File: src/rtl/seq_alu_if.sv
// Request/response bundle of the sequential ALU. The master side issues the
// operation and consumes the result. The slave side is the ALU core.
interface seq_alu_if #(
    parameter int WIDTH = 20,
    parameter int SHW   = 5
);
    logic             in_valid;
    logic             in_ready;
    logic [3:0]       op;
    logic             mode;
    logic [WIDTH-1:0] a;
    logic [WIDTH-1:0] b;
    logic [SHW-1:0]   shamt;
    logic             out_valid;
    logic             out_ready;
    logic [WIDTH-1:0] result;
    logic             flag_z;
    logic             flag_s;
    logic             flag_c;

    modport master (
        output in_valid, op, mode, a, b, shamt, out_ready,
        input  in_ready, out_valid, result, flag_z, flag_s, flag_c
    );

    modport slave (
        input  in_valid, op, mode, a, b, shamt, out_ready,
        output in_ready, out_valid, result, flag_z, flag_s, flag_c
    );
endinterface

File: src/rtl/seq_alu_core.sv
// Registered multi-cycle ALU. It runs one operation per valid/ready handshake
// in full-word or half-word mode. Shifts and rotates run one bit per cycle.
// The Z/S/C status register persists between operations and feeds ADC/SBC.
module seq_alu_core #(
    parameter int WIDTH = 20,
    parameter int SHW   = 5
) (
    input  logic     clk,
    input  logic     rst_n,
    seq_alu_if.slave bus
);
    localparam int HW = WIDTH / 2;

    localparam logic [WIDTH-1:0] HALF_MASK = {{(WIDTH-HW){1'b0}}, {HW{1'b1}}};
    localparam logic [WIDTH-1:0] FULL_MASK = {WIDTH{1'b1}};
    localparam logic [WIDTH-1:0] ZERO_W    = {WIDTH{1'b0}};
    localparam logic [WIDTH-1:0] ONE_W     = {{(WIDTH-1){1'b0}}, 1'b1};
    localparam logic [WIDTH-1:0] TOP_FULL  = {1'b1, {(WIDTH-1){1'b0}}};
    localparam logic [WIDTH-1:0] TOP_HALF  = {{(WIDTH-HW){1'b0}}, 1'b1, {(HW-1){1'b0}}};
    localparam logic [SHW-1:0]   CNT_FULL  = SHW'(WIDTH);
    localparam logic [SHW-1:0]   CNT_HALF  = SHW'(HW);
    localparam logic [SHW-1:0]   CNT_ONE   = {{(SHW-1){1'b0}}, 1'b1};
    localparam logic [SHW-1:0]   CNT_ZERO  = {SHW{1'b0}};

    localparam logic [3:0] OP_NOT = 4'h0, OP_AND = 4'h1, OP_OR  = 4'h2, OP_XOR = 4'h3;
    localparam logic [3:0] OP_ADD = 4'h4, OP_ADC = 4'h5, OP_SUB = 4'h6, OP_SBC = 4'h7;
    localparam logic [3:0] OP_INC = 4'h8, OP_DEC = 4'h9, OP_SHL = 4'hA, OP_SHR = 4'hB;
    localparam logic [3:0] OP_ROL = 4'hC, OP_ROR = 4'hD, OP_CMP = 4'hE, OP_NOP = 4'hF;

    typedef enum logic [1:0] {
        ST_IDLE = 2'd0,
        ST_EXEC = 2'd1,
        ST_HOLD = 2'd2
    } state_t;

    // Trim a value to the active word: half mode keeps only the low HW bits.
    function automatic logic [WIDTH-1:0] fit_word(input logic [WIDTH-1:0] v, input logic md);
        return md ? v : (v & HALF_MASK);
    endfunction

    // The MSB of the active word acts as the sign.
    function automatic logic sign_bit(input logic [WIDTH-1:0] v, input logic md);
        return md ? v[WIDTH-1] : v[HW-1];
    endfunction

    state_t           r_state;
    logic [WIDTH-1:0] r_work;
    logic [SHW-1:0]   r_cnt;
    logic [3:0]       r_op;
    logic             r_mode;
    logic [WIDTH-1:0] r_result;
    logic             r_out_valid;
    logic             r_z;
    logic             r_s;
    logic             r_c;

    logic [WIDTH-1:0] w_a_m;
    logic [WIDTH-1:0] w_b_m;
    logic [SHW-1:0]   w_lim;
    logic [SHW-1:0]   w_cnt;
    logic             w_is_shift;
    logic             w_cin;
    logic [WIDTH:0]   w_sum;
    logic [WIDTH:0]   w_diff;
    logic [WIDTH-1:0] w_res_raw;
    logic [WIDTH-1:0] w_res;
    logic             w_z;
    logic             w_s;
    logic             w_c;
    logic             w_c_upd;
    logic             w_f_upd;

    logic             w_msb;
    logic [WIDTH-1:0] w_top;
    logic [WIDTH-1:0] w_step_raw;
    logic [WIDTH-1:0] w_step;
    logic             w_step_out;

    assign bus.in_ready  = (r_state == ST_IDLE) && rst_n;
    assign bus.out_valid = r_out_valid;
    assign bus.result    = r_result;
    assign bus.flag_z    = r_z;
    assign bus.flag_s    = r_s;
    assign bus.flag_c    = r_c;

    // Single-cycle result and flag candidates, computed from the request presented at accept.
    always_comb begin
        w_a_m      = fit_word(bus.a, bus.mode);
        w_b_m      = fit_word(bus.b, bus.mode);
        w_lim      = bus.mode ? CNT_FULL : CNT_HALF;
        if (bus.shamt > w_lim) begin
            w_cnt = w_lim;
        end else begin
            w_cnt = bus.shamt;
        end
        w_is_shift = (bus.op == OP_SHL) || (bus.op == OP_SHR) ||
                     (bus.op == OP_ROL) || (bus.op == OP_ROR);
        w_cin      = ((bus.op == OP_ADC) || (bus.op == OP_SBC)) ? r_c : 1'b0;
        // Operands above the active word are zero, so bit WIDTH of the
        // difference is the borrow in both modes.
        w_sum      = {1'b0, w_a_m} + {1'b0, w_b_m} + {{WIDTH{1'b0}}, w_cin};
        w_diff     = {1'b0, w_a_m} - {1'b0, w_b_m} - {{WIDTH{1'b0}}, w_cin};
        w_res_raw  = ZERO_W;
        w_c        = r_c;
        w_c_upd    = 1'b0;
        w_f_upd    = 1'b1;
        case (bus.op)
            OP_NOT: w_res_raw = ~w_a_m;
            OP_AND: w_res_raw = w_a_m & w_b_m;
            OP_OR:  w_res_raw = w_a_m | w_b_m;
            OP_XOR: w_res_raw = w_a_m ^ w_b_m;
            OP_ADD, OP_ADC: begin
                w_res_raw = w_sum[WIDTH-1:0];
                w_c       = bus.mode ? w_sum[WIDTH] : w_sum[HW];
                w_c_upd   = 1'b1;
            end
            OP_SUB, OP_SBC: begin
                w_res_raw = w_diff[WIDTH-1:0];
                w_c       = w_diff[WIDTH];
                w_c_upd   = 1'b1;
            end
            OP_INC: begin
                w_res_raw = w_a_m + ONE_W;
                w_c       = (w_a_m == (bus.mode ? FULL_MASK : HALF_MASK));
                w_c_upd   = 1'b1;
            end
            OP_DEC: begin
                w_res_raw = w_a_m - ONE_W;
                w_c       = (w_a_m == ZERO_W);
                w_c_upd   = 1'b1;
            end
            OP_SHL, OP_SHR, OP_ROL, OP_ROR: w_res_raw = w_a_m;
            OP_CMP: w_res_raw = w_a_m;
            OP_NOP: begin
                w_res_raw = ZERO_W;
                w_f_upd   = 1'b0;
            end
            default: begin
                w_res_raw = ZERO_W;
                w_f_upd   = 1'b0;
            end
        endcase
        w_res = fit_word(w_res_raw, bus.mode);
        if (bus.op == OP_CMP) begin
            w_z = (w_a_m == w_b_m);
            w_s = (w_a_m < w_b_m);
        end else begin
            w_z = (w_res == ZERO_W);
            w_s = sign_bit(w_res, bus.mode);
        end
    end

    // One-bit shift/rotate step applied to the working register while in EXEC.
    always_comb begin
        w_msb = sign_bit(r_work, r_mode);
        w_top = r_mode ? TOP_FULL : TOP_HALF;
        case (r_op)
            OP_SHL: begin
                w_step_raw = r_work << 1;
                w_step_out = w_msb;
            end
            OP_SHR: begin
                w_step_raw = r_work >> 1;
                w_step_out = r_work[0];
            end
            OP_ROL: begin
                w_step_raw = (r_work << 1) | (w_msb ? ONE_W : ZERO_W);
                w_step_out = w_msb;
            end
            OP_ROR: begin
                w_step_raw = (r_work >> 1) | (r_work[0] ? w_top : ZERO_W);
                w_step_out = r_work[0];
            end
            default: begin
                w_step_raw = r_work;
                w_step_out = 1'b0;
            end
        endcase
        w_step = fit_word(w_step_raw, r_mode);
    end

    // Control FSM with the result, status and working registers.
    always_ff @(posedge clk) begin
        if (!rst_n) begin
            r_state     <= ST_IDLE;
            r_work      <= ZERO_W;
            r_cnt       <= CNT_ZERO;
            r_op        <= OP_NOP;
            r_mode      <= 1'b0;
            r_result    <= ZERO_W;
            r_out_valid <= 1'b0;
            r_z         <= 1'b0;
            r_s         <= 1'b0;
            r_c         <= 1'b0;
        end else begin
            case (r_state)
                ST_IDLE: begin
                    if (bus.in_valid) begin
                        if (w_is_shift && (w_cnt != CNT_ZERO)) begin
                            r_work  <= w_a_m;
                            r_cnt   <= w_cnt;
                            r_op    <= bus.op;
                            r_mode  <= bus.mode;
                            r_state <= ST_EXEC;
                        end else begin
                            r_result    <= w_res;
                            r_out_valid <= 1'b1;
                            r_state     <= ST_HOLD;
                            if (w_f_upd) begin
                                r_z <= w_z;
                                r_s <= w_s;
                            end else begin
                                r_z <= r_z;
                            end
                            if (w_c_upd) begin
                                r_c <= w_c;
                            end else begin
                                r_c <= r_c;
                            end
                        end
                    end else begin
                        r_state <= ST_IDLE;
                    end
                end
                ST_EXEC: begin
                    r_work <= w_step;
                    r_cnt  <= r_cnt - CNT_ONE;
                    if (r_cnt == CNT_ONE) begin
                        r_result    <= w_step;
                        r_z         <= (w_step == ZERO_W);
                        r_s         <= sign_bit(w_step, r_mode);
                        r_c         <= w_step_out;
                        r_out_valid <= 1'b1;
                        r_state     <= ST_HOLD;
                    end else begin
                        r_state <= ST_EXEC;
                    end
                end
                ST_HOLD: begin
                    if (bus.out_ready) begin
                        r_out_valid <= 1'b0;
                        r_state     <= ST_IDLE;
                    end else begin
                        r_state <= ST_HOLD;
                    end
                end
                default: begin
                    r_out_valid <= 1'b0;
                    r_state     <= ST_IDLE;
                end
            endcase
        end
    end
endmodule

File: src/flat_wrapper.sv
// flat-port wrapper written by rule: the top's interface ports become plain ports
module seq_alu_core_flat 
#(
    parameter int WIDTH = 20,
    parameter int SHW   = 5
)
  (clk, rst_n, bus_in_valid, bus_op, bus_mode, bus_a, bus_b, bus_shamt, bus_out_ready, bus_in_ready, bus_out_valid, bus_result, bus_flag_z, bus_flag_s, bus_flag_c);
  seq_alu_if #(.WIDTH(WIDTH), .SHW(SHW)) bus_i ();
  input  logic clk;
  input  logic rst_n;
  input wire logic [$bits(bus_i.in_valid)-1:0] bus_in_valid;
  input wire logic [$bits(bus_i.op)-1:0] bus_op;
  input wire logic [$bits(bus_i.mode)-1:0] bus_mode;
  input wire logic [$bits(bus_i.a)-1:0] bus_a;
  input wire logic [$bits(bus_i.b)-1:0] bus_b;
  input wire logic [$bits(bus_i.shamt)-1:0] bus_shamt;
  input wire logic [$bits(bus_i.out_ready)-1:0] bus_out_ready;
  output wire logic [$bits(bus_i.in_ready)-1:0] bus_in_ready;
  output wire logic [$bits(bus_i.out_valid)-1:0] bus_out_valid;
  output wire logic [$bits(bus_i.result)-1:0] bus_result;
  output wire logic [$bits(bus_i.flag_z)-1:0] bus_flag_z;
  output wire logic [$bits(bus_i.flag_s)-1:0] bus_flag_s;
  output wire logic [$bits(bus_i.flag_c)-1:0] bus_flag_c;
  assign bus_i.in_valid = bus_in_valid;
  assign bus_i.op = bus_op;
  assign bus_i.mode = bus_mode;
  assign bus_i.a = bus_a;
  assign bus_i.b = bus_b;
  assign bus_i.shamt = bus_shamt;
  assign bus_i.out_ready = bus_out_ready;
  assign bus_in_ready = bus_i.in_ready;
  assign bus_out_valid = bus_i.out_valid;
  assign bus_result = bus_i.result;
  assign bus_flag_z = bus_i.flag_z;
  assign bus_flag_s = bus_i.flag_s;
  assign bus_flag_c = bus_i.flag_c;
  seq_alu_core #(.WIDTH(WIDTH), .SHW(SHW)) u_core (.clk(clk), .rst_n(rst_n), .bus(bus_i));
endmodule
File: config.mk
export PLATFORM = sky130hd
export DESIGN_NAME = seq_alu_core_flat
export DESIGN_NICKNAME = d
export VERILOG_FILES = /design/src/rtl/seq_alu_if.sv /design/src/rtl/seq_alu_core.sv /design/src/flat_wrapper.sv
export SDC_FILE = /design/constraint.sdc
export NUM_CORES = 1
export LEC_CHECK = 0
export ABC_AREA = 1
export BUFFER_PORTS_ARGS = -buffer_cell sky130_fd_sc_hd__buf_4
export CAP_MARGIN = 40
export CORE_MARGIN = 3
export CORE_UTILIZATION = 43
export CTS_BUF_LIST = sky130_fd_sc_hd__clkbuf_8
export DETAILED_ROUTE_END_ITERATION = 10
export GPL_TIMING_DRIVEN = 1
export SLEW_MARGIN = 20
export SYNTH_ARGS = -nofsm -noshare
export SYNTH_HDL_FRONTEND = slang
export SYNTH_SLANG_ARGS = --single-unit
File: constraint.sdc
create_clock -name clk -period 4.7 [get_ports clk]
set_input_delay 0.94 -clock clk [delete_from_list [all_inputs] [get_ports clk]]
set_output_delay 0.94 -clock clk [all_outputs]
set_load 0.01 [all_outputs]
==> impl_results.md <==
* Ys Warns at 0
* #FFs+latches synth at 56
* Via count at 11426
* Die H at around 160 um
* Fin. Hold Viols at 0
* Placer Congestion at ~1.1
* Skew-Pair Late Insertion Delay at about 330 ps
* Crit. End Element: flip-flop
* Vias in the first global route at roughly 10000
* DRC Markers at 0
* R2R Path End: u_core.bus.flag_z
* WL per Instance at 19.44 um
* Worst Hold Class: reg -> reg
* LEAKAGE at approximately 6 nW
* Yosys top cell by area: nand2_1
* Non-Filler Instances at roughly 2100
* Final WL at 40460 um
* Worst Max-Slew Pin Slew at 787.9 ps
* Final #Nets at between 1500 and 2000
* Area of the die at around 24000 um2
* Total power at ~2.1 mW
* Min cycle time layout at 4270 ps
* Setup TNS at 0 ps
* Most common cell in the netlist: nand2_1
* CP Launch Type: input port
* Ratio of cells with drive above 1 in the final layout at 0.07940
* Worst reg2reg path depth at 24
* All-Layer GR Usage at 0.3229
* CTS tree: built
* Post-CTS sizing at 0
* Area of the multi-input gates at 7203 um2
* Max-cap check violation count at 0
* FF-to-FF Start: u_core.bus.flag_c
* CP Max Fanout at 5
* First-pass GRT wire length at approximately 60000 um
* Post-route ant nets at 0
* Critical Path RT at just under 5000 ps
* Hold Crit Start: u_core.r_cnt[4]
* Mapped cell area at approximately 9700 um2
* R2R setup slack at 1000 ps
* Main area contributors after synthesis: nand2_1 (21%), ha_1 (16%), dfxtp_1 (12%), inv_1 (11%), nand3_1 (6.9%)
* Distinct cell type count after synthesis at 48
* CTS Buf Count at 5
* Post-DP HPWL at around 34000 um
* Layout Skew at slightly above 6 ps
* Overflow after GRT at 0
* Fin. max-slew vios at 0
* Clock Path Buffers at 2
* Routed vias/inst at roughly 5.5
* Pre-Repair DR Iteration Count at 6
* Rows at 54
* Main flop type after synthesis: dfxtp_1
* Fmax at 0.2342 GHz
* H-tree depth at 2
* Synth top cells by count: nand2_1 (532), inv_1 (295), nor2_1 (139), nand3_1 (133), ha_1 (122)
* Share of the synthesized area in the top cell type at 0.2060
* Final Setup Violations at 0
* Setup Buffers After CTS at 0
* Cts hold-fix bufs at 0
* Arr. time, crit path at ~4500 ps
* Tcrit/Tclk final at 0.9086
* Initial core utilization at 0.4415
* Port Buffer Count at 78
* Area Overhead vs Synth at 10.36%
* CTS clock-pin slew for the worst setup and hold paths at approximately 110 ps
* VDD IR max at 0.0001340 V
* Register area at about 1100 um2
* Async SR Flop Fraction at 0
* Hold-critical path depth at 2
* Synthesized instance count at roughly 1700
* Syn avg cell area at roughly 5.6 um2
* Clock Root Buffer: clkbuf_8
* Seq/Total Area, Yosys at 0.1156
* Slew margin rel. at 0.4699
* RSZ-0062 raised after global routing: no
* Clk sinks at between 50 and 60
* I/O pin count at 79
* Critical Path Start: bus_op[2]
* # fillers at between 2000 and 2500
* Cell count after placement at approximately 2100
* Largest net degree at the start of global routing at 48
* Die width at roughly 160 um
* ANT cells at 0
* Post-synth EDFFs at 0
* Outcome: completed
* Syn nets at roughly 1900
* WS Path Type: in -> reg
* WHS at about 480 ps
* PwrDens at 195.6 nW/um2
* Initial antenna violation count at 2
* 1st-iter DRT viols at between 1000 and 1500
* Core footprint at 21960 um2
* Hold EP: u_core.r_cnt[4]
==> layer usage <==
metal | part of all wire | global-route usage | vias up
met5 | 0.00069 | 0 | -
met4 | 0.033 | 0.09796 | 4
met3 | 0.073 | 0.04466 | 74
met2 | 0.42 | 0.4938 | 431
met1 | 0.47 | 0.4700 | 5182
li1 | - | - | 5735
==> power breakdown <==
group          internal (mW)  leakage, nW  total (mW)  switching [mW]
sequential             0.536        0.461       0.583          0.0474
clock                  0.108       0.0485       0.291           0.183
combinational          0.406         5.38        1.22           0.812
==> placed cells by master, fill, tap and decap left out, types with 6 or more instances in the layout <==
master    count
o21bai_1      7
or2_2        10
nand3_1     133
a21oi_1     103
nand2_1     532
nor3_1       16
o21ai_1       8
buf_4       100
nand3b_1     19
o211ai_1     10
ha_1        122
a31oi_1      18
nor4_1        8
a221oi_1      6
inv_1       295
o21ai_0      98
nor2_1      138
nand4_1      33
o221ai_1     11
a211oi_1     14
dfxtp_1      56
inv_2         7
==> stage by stage <==
stage / cell area [um2] / setup WS [ps] / util
after floorplan: 9694 / 553.9 / -
after global placement: 10590 / 190.1 / 0.4821
after detailed placement: 10600 / 176.8 / 0.4826
after CTS: 10690 / 523.5 / 0.4867
after global routing: 10700 / 230.8 / 0.4872
final: 10700 / 429.6 / 0.4872
==> cell type report <==
cell class | instances | area share
Tap cell | 280 | 0.03274
Inverter | 303 | 0.1065
Timing Repair Buffer | 103 | 0.07414
Multi-Input combinational cell | 1331 | 0.6733
Clock buffer | 5 | 0.006432
Sequential cell | 56 | 0.1048
Clock inverter | 3 | 0.002105
==> critical path: stages <==
cell,delay (ps)
buf_4,100
inv_1,70
nor2_1,220
nand3_1,190
inv_1,110
fa_1,470
inv_1,80
ha_1,130
inv_1,40
nand2_1,180
nand2_1,110
nand2_1,190
nand2_1,70
nand2_1,160
nand2_1,120
nand3b_1,100
nand3_1,100
nand2_1,110
nor2_1,50
nor2_1,470
nor2_1,100
nand3_1,90
nor2_1,50
nand2_1,80
nand2_1,50
nand2_1,50
a21oi_1,60
==> how the worst max path moves through the flow <==
stage / to / slack, ps / depth (start not counted)
after floorplan: u_core.bus.flag_z / 550 / 23
after global placement: u_core.bus.flag_z / 190 / 27
after detailed placement: u_core.bus.flag_z / 180 / 27
after CTS: u_core.bus.flag_z / 520 / 27
after global routing: u_core.bus.flag_z / 230 / 27
final: u_core.bus.flag_z / 430 / 27
==> kinds of logic after synthesis <==
kind of cell,count (synthesis),share of synthesized area
AND/OR/NAND/NOR,904,0.3955
buffers and inverters,347,0.1416
AO/OA/AOI/OAI,294,0.1740
adder cells (fa/ha/maj),127,0.1678
flip-flops,56,0.1156
XOR/XNOR,5,0.004517
multiplexers,1,0.001033
==> state kept, by name, summed over array words and instances, names as in the netlist <==
| name | cells |
|---|---|
| u_core.r_state | 2 |
| u_core.bus.result | 20 |
| u_core.r_cnt | 5 |
| u_core.bus.flag_s | 1 |
| u_core.r_work | 20 |
| u_core.r_mode | 1 |
| u_core.bus.flag_z | 1 |
| u_core.r_op | 4 |
| u_core.bus.out_valid | 1 |
| u_core.bus.flag_c | 1 |
(Power assumes the default switching activity.)
